File: config.mk
export PLATFORM = sky130hd
export DESIGN_NAME = bus_mux_reg
export DESIGN_NICKNAME = d
export VERILOG_FILES = /design/src/rtl/bus_mux_reg.sv
export SDC_FILE = /design/constraint.sdc
export NUM_CORES = 1
export LEC_CHECK = 0
export ABC_AREA = 1
export BUFFER_PORTS_ARGS = -buffer_cell sky130_fd_sc_hd__clkbuf_2
export CORE_AREA = 2 2 325 327
export DETAILED_ROUTE_END_ITERATION = 8
export DIE_AREA = 0 0 327 329
export GPL_TIMING_DRIVEN = 1
export PLACE_DENSITY = 0.39
export SYNTH_ARGS = -nofsm -noshare
export SYNTH_HDL_FRONTEND = slang
export SYNTH_SLANG_ARGS = --single-unit
File: constraint.sdc
create_clock -name clock -period 2.56 [get_ports clock]
set_clock_uncertainty 0.15 [all_clocks]
set_input_delay 0.256 -clock clock [delete_from_list [all_inputs] [get_ports clock]]
set_output_delay 0.256 -clock clock [all_outputs]
set_load 0.05 [all_outputs]
File: src/rtl/bus_mux_reg.sv
// Registered CPU datapath bus: lowest-index one-hot source select with contention tracking.
// Latency: 1 cycle from strobes/data to bus_out, bus_src, bus_valid and contention flags.
// Backpressure: none; every cycle's strobes are consumed, and consumers sample bus_out freely.
module bus_mux_reg #(
    parameter int WIDTH   = 32,
    parameter int NSRC    = 24,
    parameter int HOLD_EN = 1,
    parameter int CNT_W   = 8,
    localparam int SEL_W  = (NSRC > 1) ? $clog2(NSRC) : 1
) (
    input  logic                    clock,
    input  logic                    clear,
    input  logic [NSRC*WIDTH-1:0]   src_data,
    input  logic [NSRC-1:0]         src_out,
    input  logic                    err_clr,
    output logic [WIDTH-1:0]        bus_out,
    output logic                    bus_valid,
    output logic [SEL_W-1:0]        bus_src,
    output logic                    contention,
    output logic                    contention_sticky,
    output logic [CNT_W-1:0]        contention_cnt
);

    localparam logic [NSRC-1:0]  SRC_ONE = NSRC'(1);
    localparam logic [CNT_W-1:0] CNT_ONE = CNT_W'(1);
    localparam logic [CNT_W-1:0] CNT_MAX = '1;

    logic [WIDTH-1:0] bus_q, bus_d;
    logic             vld_q, vld_d;
    logic [SEL_W-1:0] src_q, src_d;
    logic             con_q, con_d;
    logic             sticky_q, sticky_d;
    logic [CNT_W-1:0] cnt_q, cnt_d;

    logic             any_drv;
    logic             multi_drv;
    logic [SEL_W-1:0] win_idx;
    logic [WIDTH-1:0] win_word;

    // Priority pick: scan high to low so the lowest set strobe is the last writer.
    // Multiple strobes are detected by clearing the lowest set bit and testing what remains.
    always_comb begin
        win_idx   = '0;
        win_word  = '0;
        any_drv   = |src_out;
        multi_drv = |(src_out & (src_out - SRC_ONE));
        for (int i = NSRC - 1; i >= 0; i--) begin
            if (src_out[i]) begin
                win_idx  = SEL_W'(i);
                win_word = src_data[i*WIDTH +: WIDTH];
            end
        end
    end

    // Next-state for bus capture and the contention pulse/sticky/saturating counter.
    always_comb begin
        bus_d    = bus_q;
        src_d    = src_q;
        vld_d    = 1'b0;
        con_d    = multi_drv;
        sticky_d = sticky_q;
        cnt_d    = cnt_q;

        if (any_drv) begin
            bus_d = win_word;
            src_d = win_idx;
            vld_d = 1'b1;
        end else if (HOLD_EN == 0) begin
            bus_d = '0;
            src_d = '0;
        end

        // A fresh contention event outranks err_clr so it is never lost.
        if (multi_drv) begin
            sticky_d = 1'b1;
            if (err_clr) begin
                cnt_d = CNT_ONE;
            end else if (cnt_q != CNT_MAX) begin
                cnt_d = cnt_q + CNT_ONE;
            end
        end else if (err_clr) begin
            sticky_d = 1'b0;
            cnt_d    = '0;
        end
    end

    // State registers with synchronous clear that overrides every other input.
    always_ff @(posedge clock) begin
        if (clear) begin
            bus_q    <= '0;
            vld_q    <= 1'b0;
            src_q    <= '0;
            con_q    <= 1'b0;
            sticky_q <= 1'b0;
            cnt_q    <= '0;
        end else begin
            bus_q    <= bus_d;
            vld_q    <= vld_d;
            src_q    <= src_d;
            con_q    <= con_d;
            sticky_q <= sticky_d;
            cnt_q    <= cnt_d;
        end
    end

    assign bus_out           = bus_q;
    assign bus_valid         = vld_q;
    assign bus_src           = src_q;
    assign contention        = con_q;
    assign contention_sticky = sticky_q;
    assign contention_cnt    = cnt_q;

endmodule

======== Yosys cells after proc, flatten, opt, wreduce, memory -nomap -nowiden ========
Cells that the tools add are included.
cells by class
  $add $sub $neg .......................... 2
  multiply operators ...................... 0
  divide/modulo/power cells ............... 0
  magnitude comparators ................... 0
  eq/ne operators ......................... 1
  shifts and indexed selects .............. 0
  muxes and demuxes ....................... 55
  bitwise logic cells ..................... 1
  reductions and logical operators ........ 5
operators with widths
  operator                 count
  $mux W32                 24
  $mux W5                  24
  $reduce_or A24 Y1        2
  $mux W8                  4
  $and A24 B24 Y24         1
  $sub A24 B1 Y24 const B  1
  $add A8 B1 Y8 const B    1
  $ne A8 B8 Y1 const B     1
  $reduce_bool A2 Y1       2
  $mux W1                  3
  $reduce_and A2 Y1        1
word-level totals
  flip-flop bits (word level) ............. 48
  latch bits .............................. 0
  bits in writable memories ............... 0
  bits in read-only memories .............. 0
  memories kept ........................... 0

======== Longest topological paths before layout ========
Gate-level depths: netlist of run 1.
  depth in word-level cells ............... 24
  mapped depth ............................ 21

======== Least setup slack after synthesis of run 1 ========
Ideal clock, no wire load.
  kind .................................... reg2reg
  start point ............................. register cnt_q[0], in the netlist contention_cnt[0]
  end point ............................... register cnt_q[3], in the netlist contention_cnt[3]
  arrival ................................. 1.884 ns
  required time ........................... 2.295 ns
  path slack .............................. 0.412 ns
  cell stages (with the launch flop) ...... 13
  path through ............................ dfxtp_1 -> ha_1 -> nand3_1 -> nor2_1 -> inv_1 -> nor2_1 -> inv_1 -> nor2_1 -> nand2_1 -> nand2_4 -> nand2_4 -> nor2_1 -> nor2_1
on the way
  longest elaborated chain between the ends .. 4
ends and longest elaborated chain
  item                    line  RTL
  start, declared         33    logic [CNT_W-1:0] cnt_q, cnt_d;
  start signal, assigned  102   cnt_q <= cnt_d;
  $add A8 B1 Y8           79    cnt_d = cnt_q + CNT_ONE;
  $mux W8                 78    end else if (cnt_q != CNT_MAX) begin
  $mux W8                 76    if (err_clr) begin
  $mux W8                 74    if (multi_drv) begin
Parallel ways exist; a longest one is shown, timed or not. The select of a mux whose other input is x is not followed.
A chain may end at the register's enable or synchronous reset.

======== Final worst setup path of run 1 ========
  start point ............................. input src_out[20]
  end point ............................... register bus_q[21], in the netlist bus_out[21]
on the way
  longest elaborated chain between the ends .. 21
ends and longest elaborated chain
  item                    line  RTL
  start, declared         14    input logic [NSRC-1:0] src_out,
  $mux W32 (21 in a row)  48    if (src_out[i]) begin
  end signal, assigned    97    bus_q <= bus_d;
  end, declared           28    logic [WIDTH-1:0] bus_q, bus_d;
Parallel ways exist; a longest one is shown, timed or not.

==> results of run 1 <==
[path summary, 6_finish.rpt]
check | from | end | slack (ns) | cells past startpoint
worst max-delay path | src_out[20] | bus_out[21] | 0.11 | 22
worst min-delay path | src_data[30] | bus_out[30] | 0.08 | 5
worst min register to register | bus_out[2] | bus_out[2] | 0.32 | 2
worst max register to register | contention_cnt[0] | contention_cnt[5] | 0.59 | 13
[cell families (layout without fill, tap and decap cells)]
logic type | count (synthesis) | count (layout) | share of synthesized area [%]
buffers and inverters | 232 | 1083 | 10.2
AND/OR/NAND/NOR | 1321 | 1321 | 55.3
AO/OA/AOI/OAI | 321 | 321 | 24.0
other | 0 | 13 | 0
adder cells (fa/ha/maj) | 1 | 1 | 0.133
flip-flops | 48 | 48 | 10.2
XOR/XNOR | 3 | 3 | 0.278
[final cells by class]
| cell class | instances | area, µm² |
|---|---|---|
| Fill cell | 12400 | 87800 |
| Multi-Input combinational cell | 1646 | 7590 |
| Timing Repair Buffer | 998 | 5760 |
| Tap cell | 1391 | 1740 |
| Sequential cell | 48 | 961 |
| Inverter | 77 | 289 |
| Clock buffer | 5 | 125 |
| Clock inverter | 3 | 46.3 |
| Antenna cell | 13 | 32.5 |
[power by group through the flow]
stage,clock network [µW],logic (µW),registers (µW)
after global placement,0,2710,835
after detailed placement,0,2700,836
after global routing,919,2920,826
after CTS,906,2710,820
after floorplan,0,993,994
final,848,2660,820
[metal layers]
layer	share of wire, %	up-vias
li1	-	8091
met1	41	7324
met2	50	705
met3	6.4	122
met4	2.8	18
met5	0.13	-
[synth_stat cells (all sizes together)]
cell type / instances / area, µm²
o21a: 1 / 7.51
a22oi: 1 / 7.51
nand4: 12 / 75.1
a21oi: 108 / 541
nor3b: 1 / 7.51
xor2: 3 / 26.3
clkbuf: 105 / 394
or2: 2 / 12.5
clkinv: 4 / 15.0
o2111ai: 2 / 17.5
dfxtp: 48 / 961
inv: 73 / 274
nor2: 489 / 1890
a221oi: 160 / 1400
a31oi: 34 / 213
buf: 50 / 278
nand3b: 1 / 7.51
nand2: 724 / 2750
o21ai: 14 / 70.1
nor3: 9 / 55.1
ha: 1 / 12.5
nand3: 83 / 415
o22ai: 1 / 6.26
[flip-flops by register name, indices dropped and copies added, names as in the netlist]
| name | flops |
|---|---|
| contention | 1 |
| contention_sticky | 1 |
| bus_valid | 1 |
| bus_out | 32 |
| bus_src | 5 |
| contention_cnt | 8 |
[worst max-delay path, cell delays in order]
cell and delay, ns:
sky130_fd_sc_hd__clkbuf_2 0.15, sky130_fd_sc_hd__buf_12 0.15, sky130_fd_sc_hd__inv_1 0.11, sky130_fd_sc_hd__nor2_4 0.06
sky130_fd_sc_hd__buf_12 0.15, sky130_fd_sc_hd__buf_4 0.21, sky130_fd_sc_hd__a21oi_4 0.14, sky130_fd_sc_hd__nand2_2 0.11
sky130_fd_sc_hd__nand2_1 0.08, sky130_fd_sc_hd__nand2_1 0.04, sky130_fd_sc_hd__nand2_1 0.10, sky130_fd_sc_hd__nand2_1 0.12
sky130_fd_sc_hd__nand2_1 0.09, sky130_fd_sc_hd__nand2_1 0.08, sky130_fd_sc_hd__nand2_4 0.12, sky130_fd_sc_hd__nand2_1 0.09
sky130_fd_sc_hd__nand2_1 0.07, sky130_fd_sc_hd__nand2_1 0.05, sky130_fd_sc_hd__nand2_1 0.07, sky130_fd_sc_hd__nand2_1 0.08
sky130_fd_sc_hd__nand2_1 0.10, sky130_fd_sc_hd__nand2_1 0.05
[what timing repair did]
action,4_1_cts,5_1_grt
cloned,0,0
resized for setup,2,11
setup buffers,0,0
hold endpoints to repair,0,0
hold buffers,0,0
setup endpoints to repair,1,7
[cells in the final DEF (no fill, tap or decap), drive strengths merged]
| master | synthesis | layout |
|---|---|---|
| clkbuf | 105 | 847 |
| nand2 | 724 | 724 |
| nor2 | 489 | 489 |
| a221oi | 160 | 160 |
| buf | 50 | 156 |
| a21oi | 108 | 108 |
| nand3 | 83 | 83 |
| inv | 73 | 74 |
| dfxtp | 48 | 48 |
| a31oi | 34 | 34 |
| o21ai | 14 | 14 |
| diode | 0 | 13 |
| nand4 | 12 | 12 |
| nor3 | 9 | 9 |
| clkinv | 4 | 4 |
| xor2 | 3 | 3 |
| or2 | 2 | 2 |
| o2111ai | 2 | 2 |
| a22oi | 1 | 1 |
| o21a | 1 | 1 |
| nand3b | 1 | 1 |
| nor3b | 1 | 1 |
| o22ai | 1 | 1 |
| ha | 1 | 1 |
| bufinv | 0 | 1 |
| clkinvlp | 0 | 1 |
[through the flow]
stage          std cells  hold WS, ns
6_report            4181       0.0782
5_1_grt             4175        0.103
4_1_cts             4168       0.0579
3_5_place_dp        4160        0.307
3_3_place_gp        4160        0.307
2_1_floorplan       1926        0.297
==> metrics.yaml, run 1 <==
post-layout-total-power_uw: 4330
met2_usage_pct: 29.3
drive_gt1_share_pct: 37.9
initial_utilization_pct: 9.04
holdCritPathClass: "in2reg"
syn2layout_area_growth_pct: 75.2
power.share.combinational_pct: 61.5
grt_busiest_layer: "met2"
grt_max_degree: 41
row_count: 119
fmaxAchievable_mhz: 408
cts_h_tree_lvls: 2
clock_insertion_delay_worst_skew_ns: 0.32
tritoncts: "done"
grt_pass1_vias: 16700
power.share.clock_pct: 19.6
pre_cts_slack_ns: -0.469
timing.final.max_slew_violations: 0
cts_made_buffers: 5
worstPathMaxFanout: 17
avgRoutedWirePerCell_um: 21.8
max-slew-margin-rel_pct: 34.8
timing_worst_slew_pin_value_ns: 0.978
finalWirelength_mm: 91.1
sw_frac_of_total_pct: 46.7
clk_pin_slew_ns: 0.08
cp-end-kind: "flip-flop"
finalSetupViolations: 0
vias_per_cell: 3.89
finalCritPeriodShare_pct: 95.8
netlist-cell-type-count: 33
dpl.hpwl_mm: 78.1
synth-seq-area-share_pct: 10.2
die-height_um: 329
yosys_register_bits: 48
outcome: "finished clean"
syn-num-nets: 2722
die_area_um2: 108000
powerDensity_nw_per_um2: 262
worst-setup-path-type: "in2reg"
gr-usage-met3_pct: 3.03
cts-root-to-sink-buffers: 2
placed_instance_area_um2: 16300
finalHoldViolCount: 0
met1_usage_pct: 18.9
clock-root-buffer: "sky130_fd_sc_hd__clkbuf_16"
setup_repair_after_global_routing_missed_its_margin: "no"
layout_min_cycle_time_ns: 2.45
drtPass1Iterations: 6
setup-tns-final_ns: 0
antenna_violations_before_repair: 22
share_seq_of_total_power_pct: 18.9
drc: 0
drt_iter0_drcs: 930
syn_area_um2: 9440
setup_ws_ns: 0.106
final_design_area_no_fill_um2: 16500
vdd_ir_drop_max_v: 0.000226
setup.worst_path.start_class: "input port"
cp.arrival_ns: 2.53
timing.max_cap.violations: 0
gp_congestion: 0.898
gr-usage-all-layers_pct: 16.1
die_x_um: 327
ant_nets: 0
nets: 3572
p_sw_uw: 2020
intPower_uw: 2310
floorplan.io_pins: 843
post_synth.cell_area_avg_um2: 4.90
yosys_warnings: 0
via_count: 16300
required_ns: 2.63
core_um2: 104000
synth_cells: 1926
port_buffers: 842
layout.core_utilization_pct: 15.8
wire_length_of_the_first_global_routing_pass_mm: 122
clock_sink_count: 48
total_leakage_power_uw: 0.00866
globalRoute.totalOverflow: 0
Note: power is estimated with default switching activity, not from simulation.
==> inputs of run 2 (changes only) <==
- PLACE_DENSITY: 0.39 -> not set
==> metrics.yaml, run 2 (synthesis results as in run 1) <==
cts_h_tree_lvls: 2
timing_worst_slew_pin_value_ns: 1.12
cts-root-to-sink-buffers: 2
layout.core_utilization_pct: 16.3
multi_input_comb_area_um2: 7610
clk_pin_slew_ns: 0.10
final_design_area_no_fill_um2: 17000
drive_gt1_share_pct: 38.8
worstPathMaxFanout: 22
clock_insertion_delay_worst_skew_ns: 0.32
required_ns: 2.63
post-layout-total-power_uw: 4530
outcome: "finished clean"
grt_pass1_vias: 16400
min_path_cells: 5
tritoncts: "done"
timing.final.max_slew_violations: 0
holdPathEnd: "bus_out[2]"
max-slew-margin-rel_pct: 25.4
wire_length_of_the_first_global_routing_pass_mm: 122
row_count: 119
holdCritPathClass: "in2reg"
largest_reg_flops: 32
fmaxAchievable_mhz: 410
clock-root-buffer: "sky130_fd_sc_hd__clkbuf_16"
vdd_ir_drop_max_v: 0.000369
die_x_um: 327
drc: 0
finalWirelength_mm: 93.9
drtPass1Iterations: 6
fill_cells: 12300
rr_startpoint: "contention_cnt[0]"
die-height_um: 329
finalSetupViolations: 0
final_cell_mix: "sky130_fd_sc_hd__clkbuf_2, sky130_fd_sc_hd__nand2_1, sky130_fd_sc_hd__nor2_1, sky130_fd_sc_hd__a221oi_1, sky130_fd_sc_hd__buf_4"
avgRoutedWirePerCell_um: 22.3
globalRoute.totalOverflow: 0
gr-usage-all-layers_pct: 16.4
layout_min_cycle_time_ns: 2.44
ff_to_ff_path_depth: 13
initial_utilization_pct: 9.04
setup_repair_after_global_routing_missed_its_margin: "yes"
timing.max_cap.violations: 0
finalHoldViolCount: 0
layout.area.seq_um2: 961
cts_made_buffers: 5
cp.arrival_ns: 2.51
gp_congestion: 0.931
floorplan.io_pins: 843
finalCritPeriodShare_pct: 95.2
powerDensity_nw_per_um2: 266
final_common_cell: "sky130_fd_sc_hd__clkbuf_2"
r2r_setup_slack_ns: 0.56
nets: 3601
clock_sink_count: 48
dpl.hpwl_mm: 82.2
grt_max_degree: 67
fin_cells: 4205
core_um2: 104000
worst-setup-path-type: "in2reg"
setup.worst_path.start_class: "input port"
ant_nets: 0
vias_per_cell: 4.04
end_of_the_worst_register_to_register_path: "contention_cnt[3]"
port_buffers: 842
cp-end-kind: "flip-flop"
drt_iter0_drcs: 1078
post-place-cells: 4189
syn2layout_area_growth_pct: 79.9
holdWs_ns: 0.0695
min-delay-start: "src_data[2]"
total_leakage_power_uw: 0.00889
placed_instance_area_um2: 16700
via_count: 17000
die_area_um2: 108000
antenna_violations_before_repair: 23
## run 2: cell types whose count changed in the layout (fill, tap and decap cells not counted), moves of 4 or more
| cell | before | now |
|---|---|---|
| sky130_fd_sc_hd__diode_2 | 13 | 8 |
| sky130_fd_sc_hd__inv_1 | 61 | 66 |
| sky130_fd_sc_hd__nand2_1 | 713 | 703 |
| sky130_fd_sc_hd__buf_12 | 29 | 46 |
| sky130_fd_sc_hd__nand2_2 | 6 | 17 |
| sky130_fd_sc_hd__buf_4 | 125 | 137 |
| sky130_fd_sc_hd__inv_2 | 12 | 8 |
## run 2: layout make-up
class | count | area share, %
tap | 1391 | 10.2
inverter | 77 | 1.70
sequential | 48 | 5.66
clock inverter | 3 | 0.280
antenna | 8 | 0.118
clock buffer | 5 | 0.737
multi-input combinational | 1646 | 44.8
timing repair buffer | 1027 | 36.4
## run 2: worst max path at each step
stage | start | end | slack (ns) | cells past startpoint
global route | src_out[19] | bus_out[22] | 0.003 | 21
global placement | src_out[18] | bus_out[23] | -0.48 | 21
finish | src_out[13] | bus_out[13] | 0.12 | 17
floorplan | contention_cnt[0] | contention_cnt[3] | 0.41 | 12
CTS | src_out[18] | bus_out[30] | 0.01 | 21
detailed placement | src_out[18] | bus_out[23] | -0.47 | 21
## run 2: power by group
part / switching (µW) / leakage (µW) / internal, µW
logic: 1690 / 0.00841 / 1130
registers: 31.3 / 0.000398 / 793
clock network: 410 / 0.0000840 / 468
total: 2130 / 0.00889 / 2390
## run 2: critical path, stage by stage
cell                       delay (ns)
sky130_fd_sc_hd__clkbuf_2        0.15
sky130_fd_sc_hd__inv_1           0.07
sky130_fd_sc_hd__nand2_1         0.09
sky130_fd_sc_hd__inv_1           0.09
sky130_fd_sc_hd__buf_12          0.16
sky130_fd_sc_hd__a221oi_1        0.84
sky130_fd_sc_hd__nand2_1         0.12
sky130_fd_sc_hd__nand2_1         0.09
sky130_fd_sc_hd__nand2_1         0.08
sky130_fd_sc_hd__nand2_1         0.11
sky130_fd_sc_hd__nand2_1         0.06
sky130_fd_sc_hd__nand2_1         0.08
sky130_fd_sc_hd__nand2_1         0.05
sky130_fd_sc_hd__nand2_1         0.08
sky130_fd_sc_hd__nand2_1         0.05
sky130_fd_sc_hd__nand2_1         0.06
sky130_fd_sc_hd__nand2_1         0.04
## run 2: metrics by stage
step	setup WS (ns)	TNS, ns
after global routing	0.00344	0
after detailed placement	-0.472	-3.84
final	0.123	0
after CTS	0.0111	0
after global placement	-0.480	-3.95
after floorplan	0.412	0
## run 2: repair_timing
item                                   CTS  global route
hold buffers                             0             0
endpoints found under the hold margin    0             0
buffers inserted                         0             0
resized for setup                        2            20
setup endpoints to repair                1            12
## run 2: per-layer routing
metal	part of all wire [%]	global-route usage, %	wire, µm
met4	3.1	5.11	2880
met2	49	29.6	46300
met5	0.047	0	44
met1	41	19.9	38500
met3	6.5	2.30	6060
